**src/rtl/viterbi_pkg.sv**
```systemverilog
// Shared types and constants for the Viterbi decoder control path.
// Pure declarations: no latency, no backpressure.
package viterbi_pkg;

  localparam int MAX_TRANSITION_NUM = 2;
  localparam int SURV_ADDR_W_DEF    = 8;
  localparam int SURV_DEPTH         = 1 << SURV_ADDR_W_DEF;
  localparam int EN_W               = 1;
  localparam int HS_W               = 1;
  localparam int EN_PIPE_STAGES     = 2;

  typedef enum logic [2:0] {
    ST_IDLE,
    ST_INIT,
    ST_RUN,
    ST_DRAIN,
    ST_TB,
    ST_DONE
  } state_e;

  function automatic int surv_depth(input int addr_w);
    return 1 << addr_w;
  endfunction

endpackage

```
**src/rtl/viterbi_en_pipe.sv**
```systemverilog
// Two-stage enable pipe: accept strobe -> BMU enable (+1) -> ACS enable (+2), index rides along.
// No backpressure; the index reads 0 on any stage that carries no symbol.
module viterbi_en_pipe
  import viterbi_pkg::*;
#(
  parameter int IDX_W = 8
) (
  input  logic             clk,
  input  logic             rst,
  input  logic             acc_i,
  input  logic [IDX_W-1:0] idx_i,
  output logic             en_bm_o,
  output logic             en_acs_o,
  output logic [IDX_W-1:0] idx_o
);

  typedef struct packed {
    logic             vld;
    logic [IDX_W-1:0] idx;
  } stage_t;

  stage_t s1_d, s1_q, s2_q;

  always_comb begin
    s1_d.vld = acc_i;
    s1_d.idx = acc_i ? idx_i : '0;
  end

  always_ff @(posedge clk or posedge rst) begin
    if (rst) begin
      s1_q <= '0;
      s2_q <= '0;
    end else begin
      s1_q <= s1_d;
      s2_q <= s1_q;
    end
  end

  assign en_bm_o  = s1_q.vld;
  assign en_acs_o = s2_q.vld;
  assign idx_o    = s2_q.idx;

endmodule

```
**src/rtl/viterbi_acs_ctrl.sv**
```systemverilog
// Frame sequencer for BMU/ACS/traceback; enables trail symbol acceptance by 1 and 2 cycles.
// Upstream is throttled by o_sym_ready only; traceback completion is awaited indefinitely.
module viterbi_acs_ctrl
  import viterbi_pkg::*;
#(
  parameter int SURV_ADDR_W = 8,
  parameter int LEN_W       = 16
) (
  input  logic                   clk,
  input  logic                   rst,
  input  logic                   i_start,
  input  logic [LEN_W-1:0]       i_frame_len,
  input  logic                   i_sym_valid,
  output logic                   o_sym_ready,
  output logic                   o_en_bm,
  output logic                   o_en_acs,
  output logic                   o_acs_clr,
  output logic [SURV_ADDR_W-1:0] o_wr_addr,
  output logic                   o_tb_start,
  output logic [SURV_ADDR_W-1:0] o_tb_addr,
  input  logic                   i_tb_done,
  output logic                   o_busy,
  output logic                   o_done,
  output logic                   o_err
);

  localparam logic [LEN_W:0] DEPTH_L = (LEN_W+1)'(surv_depth(SURV_ADDR_W));
  localparam logic [LEN_W:0] CNT_ONE = (LEN_W+1)'(1);

  state_e                 state_q, state_d;
  logic [LEN_W-1:0]       len_q, len_d;
  logic [LEN_W:0]         cnt_q, cnt_d;
  logic [SURV_ADDR_W-1:0] tb_addr_q, tb_addr_d;
  logic                   ready_q, ready_d;
  logic                   clr_q, clr_d;
  logic                   tbs_q, tbs_d;
  logic                   busy_q, busy_d;
  logic                   done_q, done_d;
  logic                   err_q, err_d;

  logic                   accept;
  logic                   en_bm, en_acs;
  logic [SURV_ADDR_W-1:0] wr_addr;
  logic [LEN_W:0]         len_ext, frame_ext;

  assign len_ext   = {1'b0, len_q};
  assign frame_ext = {1'b0, i_frame_len};
  assign accept    = (state_q == ST_RUN) && i_sym_valid && ready_q;

  viterbi_en_pipe #(
    .IDX_W (SURV_ADDR_W)
  ) u_en_pipe (
    .clk      (clk),
    .rst      (rst),
    .acc_i    (accept),
    .idx_i    (cnt_q[SURV_ADDR_W-1:0]),
    .en_bm_o  (en_bm),
    .en_acs_o (en_acs),
    .idx_o    (wr_addr)
  );

  always_comb begin
    state_d   = state_q;
    len_d     = len_q;
    cnt_d     = cnt_q;
    tb_addr_d = tb_addr_q;
    err_d     = 1'b0;
    case (state_q)
      ST_IDLE: begin
        if (i_start) begin
          if (i_frame_len == '0) begin
            state_d = ST_DONE;
          end else if (frame_ext > DEPTH_L) begin
            err_d = 1'b1;
          end else begin
            len_d   = i_frame_len;
            state_d = ST_INIT;
          end
        end
      end
      ST_INIT: begin
        cnt_d   = '0;
        state_d = ST_RUN;
      end
      ST_RUN: begin
        if (accept) begin
          cnt_d = cnt_q + CNT_ONE;
          if (cnt_d == len_ext) state_d = ST_DRAIN;
        end
      end
      ST_DRAIN: begin
        // Stage 1 empty means the final ACS enable is on the bus now, carrying len-1.
        if (!en_bm) begin
          tb_addr_d = wr_addr;
          state_d   = ST_TB;
        end
      end
      ST_TB: begin
        if (i_tb_done) state_d = ST_DONE;
      end
      ST_DONE: begin
        state_d = ST_IDLE;
      end
      default: begin
        state_d = ST_IDLE;
      end
    endcase

    ready_d = (state_d == ST_RUN) && (cnt_d < len_ext);
    clr_d   = (state_d == ST_INIT);
    tbs_d   = (state_q == ST_DRAIN) && (state_d == ST_TB);
    busy_d  = (state_d != ST_IDLE);
    done_d  = (state_d == ST_DONE);
  end

  always_ff @(posedge clk or posedge rst) begin
    if (rst) begin
      state_q   <= ST_IDLE;
      len_q     <= '0;
      cnt_q     <= '0;
      tb_addr_q <= '0;
      ready_q   <= 1'b0;
      clr_q     <= 1'b0;
      tbs_q     <= 1'b0;
      busy_q    <= 1'b0;
      done_q    <= 1'b0;
      err_q     <= 1'b0;
    end else begin
      state_q   <= state_d;
      len_q     <= len_d;
      cnt_q     <= cnt_d;
      tb_addr_q <= tb_addr_d;
      ready_q   <= ready_d;
      clr_q     <= clr_d;
      tbs_q     <= tbs_d;
      busy_q    <= busy_d;
      done_q    <= done_d;
      err_q     <= err_d;
    end
  end

  assign o_sym_ready = ready_q;
  assign o_en_bm     = en_bm;
  assign o_en_acs    = en_acs;
  assign o_acs_clr   = clr_q;
  assign o_wr_addr   = wr_addr;
  assign o_tb_start  = tbs_q;
  assign o_tb_addr   = tb_addr_q;
  assign o_busy      = busy_q;
  assign o_done      = done_q;
  assign o_err       = err_q;

endmodule
```
**config.mk**
```make
export PLATFORM = sky130hd
export DESIGN_NAME = viterbi_acs_ctrl
export DESIGN_NICKNAME = d
export VERILOG_FILES = /design/src/rtl/viterbi_pkg.sv /design/src/rtl/viterbi_en_pipe.sv /design/src/rtl/viterbi_acs_ctrl.sv
export SDC_FILE = /design/constraint.sdc
export NUM_CORES = 1
export LEC_CHECK = 0
export ABC_AREA = 1
export CAP_MARGIN = 20
export CORE_AREA = 2 2 112 114
export CTS_BUF_LIST = sky130_fd_sc_hd__clkbuf_8
export CTS_CLUSTER_DIAMETER = 80
export DETAILED_ROUTE_END_ITERATION = 6
export DIE_AREA = 0 0 114 116
export GPL_TIMING_DRIVEN = 0
export SYNTH_ARGS = -nofsm -noshare
export SYNTH_HDL_FRONTEND = slang
export SYNTH_SLANG_ARGS = --single-unit
```
**constraint.sdc**
```tcl
create_clock -name clk -period 3.6 [get_ports clk]
set_input_delay 0.72 -clock clk [delete_from_list [all_inputs] [get_ports clk]]
set_output_delay 0.72 -clock clk [all_outputs]
set_load 0.05 [all_outputs]
```
Word-level counts from Yosys, hierarchy flattened
Cells that the tools add are included.
{"block": "word_totals", "register_bits": 68, "latchBits": 0, "ram_bits": 0, "mem_bits_ro": 0, "in_bits": 21, "output_inout_bits": 24, "elab_cells": 53, "mem_count": 0}
{"block": "classes", "addsub": 1, "multipliers": 0, "div_mod_pow": 0, "order_cmp": 2, "eq_ne": 9, "shift": 0, "n_mux": 15, "bitwise_logic": 3, "n_reduce_logical": 9}
{"operator": "case mux 17 bit (2 select lines)", "n": 1}
{"operator": "2-to-1 mux 3 bit", "n": 7}
{"operator": "adder 17 x 1 -> 17 bit (second input constant)", "n": 1}
{"operator": "== test 17 x 16 -> 1 bit", "n": 1}
{"operator": "less-than comparator 17 x 16 -> 1 bit", "n": 1}
{"operator": "2-to-1 mux 17 bit", "n": 1}
{"operator": "> comparator 16 x 9 -> 1 bit (second input constant)", "n": 1}
{"operator": "logical NOT 16 bit", "n": 1}
{"operator": "case mux 3 bit (5 select lines)", "n": 1}
{"operator": "== test 3 x 2 -> 1 bit (second input constant)", "n": 3}
{"operator": "== test 3 bit (second input constant)", "n": 3}
{"operator": "2-to-1 mux 8 bit", "n": 1}
{"operator": "== test 3 x 1 -> 1 bit (second input constant)", "n": 2}
{"operator": "logical AND 1 bit", "n": 4}
{"operator": "2-to-1 mux 1 bit", "n": 4}
{"operator": "AND reduction 4 bit", "n": 1}
{"operator": "logical NOT 3 bit", "n": 1}
{"operator": "inverter 1 bit", "n": 3}
{"operator": "nonzero test 3 bit", "n": 1}
{"operator": "AND reduction 2 bit", "n": 1}

Logic depth before layout (Yosys ltp)
Gate-level depths: netlist of the first run.
{"block": "logic_depth", "word_depth": 7, "depth_mapped": 21, "mapped_depth_nobuf": 21}

Hierarchy
Synthesis of the first run repeated with hierarchy kept, for this count alone.
{"block": "unflattened", "cells_unflattened": 487, "hier_area_um2": 3648.5}
{"module": "viterbi_acs_ctrl", "n_inst": 1, "cells_per_inst": 451, "area_each_um2": 3129.3, "seq_area_each_um2": 1251.2}
{"module": "viterbi_en_pipe", "n_inst": 1, "cells_per_inst": 36, "area_each_um2": 519.2, "seq_area_each_um2": 450.4}

Least setup slack after synthesis of the first run
Ideal clock, no wire load.
{"block": "synth_timing", "kind": "flip-flop to flip-flop", "from": "register state_q[0]", "to": "register ready_q (netlist: o_sym_ready)", "setup_ns": 0.115, "t_arrival_ns": 2.383, "t_required_ns": 3.485, "path_slack_ns": 1.101, "stages_incl_launch_ff": 20, "n_path_buf": 1, "cell_sequence": "dfrtp_1 -> nor3_2 -> nand3_2 -> o21ai_0 -> buf_2 -> o22ai_1 -> ha_1 -> nand2_1 -> inv_1 -> nand2_1 -> a31oi_1 -> nor2_1 -> nand2_1 -> nand2_1 -> nand2_1 -> nand2_1 -> nand2_1 -> nand2_1 -> nand2_1 -> nor2_1"}
{"block": "synth_between", "elab_chain_cells": 7, "elab_cells_between_ends": 20, "cone_classes": "1 x order compare; 5 x eq/ne; 10 x mux; 4 x reduce/logical"}
{"element": "start: declaration", "line": "viterbi_acs_ctrl.sv:30", "text": "state_e state_q, state_d;"}
{"element": "start signal: assignment", "line": "viterbi_acs_ctrl.sv:129", "text": "state_q <= state_d;"}
{"element": "== test 3 x 2 -> 1 bit", "line": "viterbi_acs_ctrl.sv:48, viterbi_acs_ctrl.sv:68"}
{"element": "logical AND 1 bit (2 in series)", "line": "viterbi_acs_ctrl.sv:48", "text": "assign accept = (state_q == ST_RUN) && i_sym_valid && ready_q;"}
{"element": "2-to-1 mux 17 bit", "line": "viterbi_acs_ctrl.sv:86", "text": "if (accept) begin"}
{"element": "case mux 17 bit (2 select lines) *", "line": "viterbi_acs_ctrl.sv:68", "text": "case (state_q)"}
{"element": "named net cnt_d[4]", "line": "viterbi_acs_ctrl.sv:32", "text": "logic [LEN_W:0] cnt_q, cnt_d;"}
{"element": "less-than comparator 17 x 16 -> 1 bit *", "line": "viterbi_acs_ctrl.sv:109", "text": "ready_d = (state_d == ST_RUN) && (cnt_d < len_ext);"}
{"element": "logical AND 1 bit *", "line": "viterbi_acs_ctrl.sv:109"}
{"element": "named net ready_d", "line": "viterbi_acs_ctrl.sv:34", "text": "logic ready_q, ready_d;"}
{"element": "end signal: assignment", "line": "viterbi_acs_ctrl.sv:133", "text": "ready_q <= ready_d;"}
{"element": "end: declaration", "line": "viterbi_acs_ctrl.sv:34"}
The timed path passes the listed nets; every way through them passes the cells marked *.
A chain may end at the register's enable or synchronous reset.

Worst setup path in the final report of the first run
{"block": "layout_timing", "from": "input port i_sym_valid", "to": "register ready_q (netlist: o_sym_ready)"}
{"block": "layout_between", "elab_chain_cells": 6, "elab_cells_between_ends": 9, "cone_classes": "1 x order compare; 1 x eq/ne; 4 x mux; 3 x reduce/logical"}
{"element": "start: declaration", "line": "viterbi_acs_ctrl.sv:13", "text": "input logic i_sym_valid,"}
{"element": "logical AND 1 bit (2 in series)", "line": "viterbi_acs_ctrl.sv:48"}
{"element": "2-to-1 mux 17 bit", "line": "viterbi_acs_ctrl.sv:86"}
{"element": "case mux 17 bit (2 select lines)", "line": "viterbi_acs_ctrl.sv:68"}
{"element": "named net cnt_d[4]", "line": "viterbi_acs_ctrl.sv:32"}
{"element": "less-than comparator 17 x 16 -> 1 bit", "line": "viterbi_acs_ctrl.sv:109"}
{"element": "logical AND 1 bit", "line": "viterbi_acs_ctrl.sv:109"}
{"element": "named net ready_d", "line": "viterbi_acs_ctrl.sv:34"}
The timed path passes the listed nets, and every way through them passes these cells.

==> results of run 1 <==
## kinds of logic after synthesis
| family | count (synthesis) | share of synthesized area (%) |
|---|---|---|
| compound gates | 42 | 6.52 |
| buf+inv | 72 | 7.77 |
| fa+ha+maj | 17 | 6.06 |
| xor+xnor | 3 | 0.749 |
| flops | 68 | 48.5 |
| simple gates | 242 | 30.4 |
## final cells by class
class                      instances  area [um^2]
clock buffer                       9          124
inverter                          67          254
multi-input combinational        304         1550
fill                            1222         7560
buffer                             5         21.3
timing repair buffer              44          440
clock inverter                     7         68.8
sequential                        68         1700
tap                              147          184
## power by group through the flow
stage | logic, mW | clock network (mW) | registers, mW
after global routing | 0.192 | 0.667 | 0.809
after detailed placement | 0.167 | 0 | 0.820
after CTS | 0.167 | 0.633 | 0.805
after global placement | 0.164 | 0 | 0.819
after floorplan | 0.0837 | 0 | 0.836
final | 0.169 | 0.617 | 0.806
## per-layer routing
layer  part of all wire (%)  track usage (%)  wire length [um]  up-vias
met3                    5.2             3.09               438       24
met4                    3.6             8.37               306        0
met1                     47             17.7              4000     1393
met5                      0                0                 0        -
met2                     44             22.1              3720       91
li1                       -                -                 -     1528
## cell usage after synthesis, drive strengths merged (3+ instances only)
cell type / number
o21ai: 22
a21oi: 7
nand4: 7
nor2: 40
ha: 17
o22ai: 10
nand2: 146
nand3: 41
dfrtp: 68
clkbuf: 3
nor3: 5
inv: 65
nor4: 3
## stage by stage
| stage | hold slack (ns) | std cells |
|---|---|---|
| after floorplan | 0.331 | 444 |
| after global placement | 0.332 | 635 |
| after detailed placement | 0.336 | 635 |
| after CTS | 0.353 | 651 |
| after global routing | 0.360 | 651 |
| final | 0.351 | 651 |
## flip-flops by register name, summed over array words and instances, names as in the netlist
| signal | flops |
|---|---|
| cnt_q | 17 |
| len_q | 16 |
| o_tb_addr | 8 |
| u_en_pipe.idx_o | 8 |
| u_en_pipe.s1_q | 8 |
| state_q | 3 |
| o_acs_clr | 1 |
| o_busy | 1 |
| o_done | 1 |
| o_err | 1 |
| o_sym_ready | 1 |
| o_tb_start | 1 |
| u_en_pipe.en_acs_o | 1 |
| u_en_pipe.en_bm_o | 1 |
## worst paths after layout
check / end / slack [ns] / cells past startpoint
max: o_sym_ready / 0.44 / 19
min: u_en_pipe.idx_o[5] / 0.35 / 0
max reg2reg: o_sym_ready / 0.47 / 19
min reg2reg: u_en_pipe.idx_o[5] / 0.35 / 0
max in group asynchronous: state_q[2] / 2.16 / 2
min in group asynchronous: state_q[0] / 0.90 / 2
## timing repair
action / in CTS / in global routing
resized for setup: 0 / 4
setup buffers: 0 / 0
endpoints found under the setup margin: 0 / 1
==> impl_metrics.csv, run 1 <==
group,metric,value,unit
global_routing,first_global_vias,3025,
clock_tree,cts_sinks,68,
routing,dr.first_iter.drc_count,266,
clock_tree,clockBufferDepth,2,
worst_setup_path,regToRegStartpoint,"state_q[0]",
timing,rsz0062_at_grt,"false",
die,dieArea,13200,um^2
power,comb_power_share,10.6,%
power,ir_drop,135,uV
cells_and_area,diodes,0,
placed_design,gp_congestion,0.898,
min_path,hold_start,"u_en_pipe.s1_q[5]",
placed_design,place_area,4140,um^2
min_path,min_path_type,"flip-flop to flip-flop",
synth,yosys.area.top_type,"dfrtp_1",
synth,syn_inst,444,
worst_setup_path,cp-start-kind,"input pin",
synth,synth-seq-cells,68,
power,p_switching,429,uW
timing,fin_crit_sh,87.6,%
routing,num_vias,3036,
outcome,outcome,"finished, final reports clean",
cells_and_area,area_growth_syn_to_layout,23.8,%
worst_setup_path,slowest_stage,"clkdlybuf4s50_1",
routing,drc_errors,0,
synth,ys_warn_count,0,
routing,wl_per_cell,13.0,um
worst_setup_path,worst_path_most_repeated_cell,"nand2_1",
die,die_h,116,um
worst_setup_path,critPathBufInv,3,
global_routing,grt_overflow,0,
synth,synth_cell_types,28,
cells_and_area,layout.nets,537,
placed_design,dp_hpwl,6280,um
power,power_density,366,nW/um^2
placed_design,pre_cts_ws,-0.292,ns
synth,synth_area_leaders,"dfrtp_1 (48%), nand2_1 (15%), inv_1 (6.4%), ha_1 (6.1%), nand3_1 (5.3%)",
timing,setup_violations,0,
die,fp.coreArea,11900,um^2
timing,finClkSkew,0.0107,ns
routing,ant_nets,0,
worst_setup_path,critPathKind,"input pin to flip-flop",
timing,worst_slew_pin_slew,0.842,ns
power,p_leak,2.12,nW
timing,final_max_slew_viol_count,0,
placed_design,port_buffers,44,
global_routing,grt_use_total,14.0,%
clock_tree,cts_buffers,9,
synth,synthFlopType,"dfrtp_1",
run,max-cap-violations,0,
clock_tree,insertion_delay,0.36,ns
worst_setup_path,crit_family,"buffers and inverters",
die,io_pins,45,
timing,fmax,317,MHz
clock_tree,postCtsHoldBufs,0,
cells_and_area,fin_util,36.5,%
global_routing,antenna_found_initial,0,
worst_setup_path,crit_path_max_incr_delay,0.50,ns
clock_tree,cts_htree_levels,3,
synth,syn_avg_cell_area,7.91,um^2
timing,fin_ws,0.445,ns
global_routing,grt_max_degree,69,
power,power.clock.fraction,38.8,%
clock_tree,cts_tree,"yes",
timing,slew_headroom,43.9,%
power,p_seq_share,50.6,%
power,internal_power,1.16,mW
timing,hold_viol,0,
clock_tree,clk_pin_slew_worst_paths,0.07,ns
worst_setup_path,critPathRequiredTime,3.84,ns
worst_setup_path,cp-end-kind,"flip-flop",
routing,first_pass_iters,5,
cells_and_area,final_area,4350,um^2
clock_tree,cts_root_buf,"clkbuf_8",
worst_setup_path,cp_cell_sequence,"clkdlybuf4s50_1, nand3_4, o21ai_2, buf_2, o22ai_1, ha_1, nand2_1, inv_1, nand2_1, a31oi_1, nor2_1, nand2_1, nand2_1, nand2_1, nand2_1, nand2_1, nand2_1, nand2_1, nor2_1",
synth,synth_area,3510,um^2
cells_and_area,final_common_cell,"nand2_1",
die,dieWidth,114,um
worst_setup_path,crit_path_max_fanout,10,
global_routing,grt_pass1_wl,14300,um
routing,wl,8460,um
worst_setup_path,critPathArrivalTime,3.40,ns
synth,synthArstFlopShare,100,%
power,p_total,1.59,mW
synth,synth_edf_count,0,
worst_setup_path,critPathLaunch,"i_sym_valid",
synth,synth_fp_nets,482,
timing,fin_crit,3.16,ns
die,row_count,40,
timing,tns,0,ns
power,p_sw_share,26.9,%
synth,yosysSeqAreaShare,48.5,%
cells_and_area,final_cell_mix,"nand2_1 (142), dfrtp_1 (68), inv_1 (60), clkdlybuf4s50_1 (44), nand3_1 (37)",
cells_and_area,drive_gt1_share,7.74,%
synth,synth_top_area_share,48.5,%
die,initial_core_util,29.5,%
routing,viasPerCell,4.66,
No activity file was read; power rests on OpenSTA's default activity.
==> run 2, diff against run 1 <==
--- a/config.mk
+++ b/config.mk
@@ -13,6 +13,7 @@
 export DETAILED_ROUTE_END_ITERATION = 6
 export DIE_AREA = 0 0 114 116
 export GPL_TIMING_DRIVEN = 0
+export PLACE_DENSITY = 0.54
 export SYNTH_ARGS = -nofsm -noshare
 export SYNTH_HDL_FRONTEND = slang
 export SYNTH_SLANG_ARGS = --single-unit
==> run 2 against run 1 <==
  * First-iteration DRC count shrank 0.75%
  * Combinational power about the same
  * Non-clock buffer count is the same
  * Design area increased by 0.14%
  * Worst setup slack lost 0.14 ns
  * Largest cell class unchanged
  * Critical path type unchanged
  * Wire length grew 2.1%
==> impl_metrics.csv, run 2 (synthesized netlist as in run 1, its figures left out) <==
group,metric,value,unit
timing,setup_violations,0,
worst_setup_path,critPathKind,"input pin to flip-flop",
routing,viasPerCell,4.64,
die,fp.coreArea,11900,um^2
routing,num_vias,3018,
cells_and_area,top_register,"cnt_q",
timing,fmax,304,MHz
global_routing,grt_max_degree,69,
timing,hold_viol,0,
placed_design,port_buffers,44,
timing,slew_headroom,44.1,%
placed_design,dp_hpwl,6380,um
clock_tree,clk_pin_slew_worst_paths,0.08,ns
global_routing,grt_pass1_wl,13900,um
worst_setup_path,regToRegStartpoint,"state_q[0]",
worst_setup_path,timing.reg2reg.setup_slack,0.34,ns
die,io_pins,45,
global_routing,grt_overflow,0,
die,dieWidth,114,um
global_routing,top_usage_layer,"met2",
global_routing,first_global_vias,2822,
cells_and_area,layout.nets,537,
worst_setup_path,critPathRequiredTime,3.85,ns
global_routing,grt_use_met1,18.3,%
cells_and_area,fill_cells,1225,
clock_tree,insertion_delay,0.35,ns
routing,drc_errors,0,
placed_design,gp_congestion,0.859,
cells_and_area,diodes,0,
clock_tree,clockBufferDepth,2,
placed_design,post-place-cells,635,
worst_setup_path,crit_path_max_fanout,10,
placed_design,pre_cts_ws,-0.315,ns
power,ir_drop,150,uV
cells_and_area,final_common_cell,"nand2_1",
timing,fin_crit_sh,91.4,%
power,power_density,377,nW/um^2
cells_and_area,reg_top3,"cnt_q: 17 flops, len_q: 16 flops",
power,p_leak,2.13,nW
cells_and_area,area_growth_syn_to_layout,24.0,%
worst_setup_path,worstRegToRegCells,19,
timing,tns,0,ns
worst_setup_path,cp-start-kind,"input pin",
cells_and_area,final_area,4350,um^2
worst_setup_path,critPathLaunch,"i_sym_valid",
clock_tree,cts_resized,1,
timing,worst_slew_pin_slew,0.838,ns
cells_and_area,stdcell_count,651,
run,max-cap-violations,0,
clock_tree,cts_htree_levels,3,
routing,wl,8640,um
clock_tree,cts_tree,"yes",
die,initial_core_util,29.5,%
clock_tree,post_cts_buffers,0,
min_path,min_path_type,"flip-flop to flip-flop",
global_routing,use_met3,1.67,%
die,die_h,116,um
global_routing,antenna_found_initial,0,
clock_tree,cts_sinks,68,
routing,ant_nets,0,
clock_tree,cts_buffers,9,
timing,final_max_slew_viol_count,0,
routing,wl_per_cell,13.3,um
power,p_total,1.64,mW
routing,dr.first_iter.drc_count,264,
global_routing,use_met2,22.0,%
timing,finClkSkew,0.00900,ns
worst_setup_path,timing.rr.end,"o_sym_ready",
worst_setup_path,crit_path_end,"o_sym_ready",
cells_and_area,drive_gt1_share,7.94,%
routing,first_pass_iters,5,
die,row_count,40,
clock_tree,cts_root_buf,"clkbuf_8",
worst_setup_path,cp-end-kind,"flip-flop",
timing,fin_crit,3.29,ns
timing,fin_ws,0.310,ns
die,dieArea,13200,um^2
outcome,outcome,"finished, final reports clean",
cells_and_area,final_cell_mix,"nand2_1 (142), dfrtp_1 (68), inv_1 (59), clkdlybuf4s50_1 (44), nand3_1 (37)",
placed_design,place_area,4140,um^2
clock_tree,postCtsHoldBufs,0,
cells_and_area,largest_register_ffs,17,
timing,rsz0062_at_grt,"false",
worst_setup_path,critPathArrivalTime,3.54,ns
global_routing,grt_use_total,13.6,%
==> run 2: cell count changes in the layout (fill, tap and decap cells not counted), sizes merged <==
cell / change
clkinvlp: -2
clkinv: -1
inv: +3
==> run 2: area by class of cell <==
cell class              instances  area (um^2)  share of cell area, %
multi-input cells             304         1550                   35.5
well taps                     147          184                   4.22
repair buffers                 44          440                   10.1
clock inverters                 7         82.6                   1.90
inverters                      67          254                   5.83
flip-flops and latches         68         1700                   39.1
plain buffers                   5         21.3                  0.489
clock buffers                   9          124                   2.84
==> run 2: critical path, cell delays in order <==
cell and delay [ns]:
clkdlybuf4s50_1 0.49, nand3_2 0.26, o21ai_2 0.27, buf_2 0.35, o22ai_1 0.15, ha_1 0.33, nand2_1 0.06, inv_1 0.09
nand3_1 0.09, a31oi_1 0.16, nor2_1 0.06, nand2_1 0.08, nand2_1 0.05, nand2_1 0.08, nand2_1 0.05, nand2_1 0.09
nand2_1 0.06, nand2_1 0.06, nor2_1 0.03
==> run 2: report_power, final <==
| part | internal [mW] | switching, mW |
|---|---|---|
| logic | 0.0621 | 0.107 |
| clock network | 0.332 | 0.335 |
| registers | 0.785 | 0.0204 |
==> run 2: how the worst min path moves through the flow <==
stage	start	end	slack (ns)	depth (start not counted)
after floorplan	u_en_pipe.s1_q[0]	u_en_pipe.idx_o[0]	0.33	0
after global placement	u_en_pipe.s1_q[1]	u_en_pipe.idx_o[1]	0.33	0
after detailed placement	u_en_pipe.s1_q[7]	u_en_pipe.idx_o[7]	0.33	0
after CTS	u_en_pipe.s1_q[7]	u_en_pipe.idx_o[7]	0.35	0
after global routing	u_en_pipe.s1_q[7]	u_en_pipe.idx_o[7]	0.36	0
final	u_en_pipe.s1_q[0]	u_en_pipe.idx_o[0]	0.35	0
==> run 2: metrics by stage <==
step                      utilization, %  hold WS [ns]
after floorplan                        -         0.331
after global placement              34.7         0.332
after detailed placement            34.7         0.335
final                               36.6         0.350
after CTS                           36.5         0.353
after global routing                36.6         0.357
==> run 2: metal layers <==
layer / wire (um) / share of wire, %
met1: 4070 / 47
met2: 3930 / 45
met3: 487 / 5.6
met4: 158 / 1.8
met5: 0 / 0
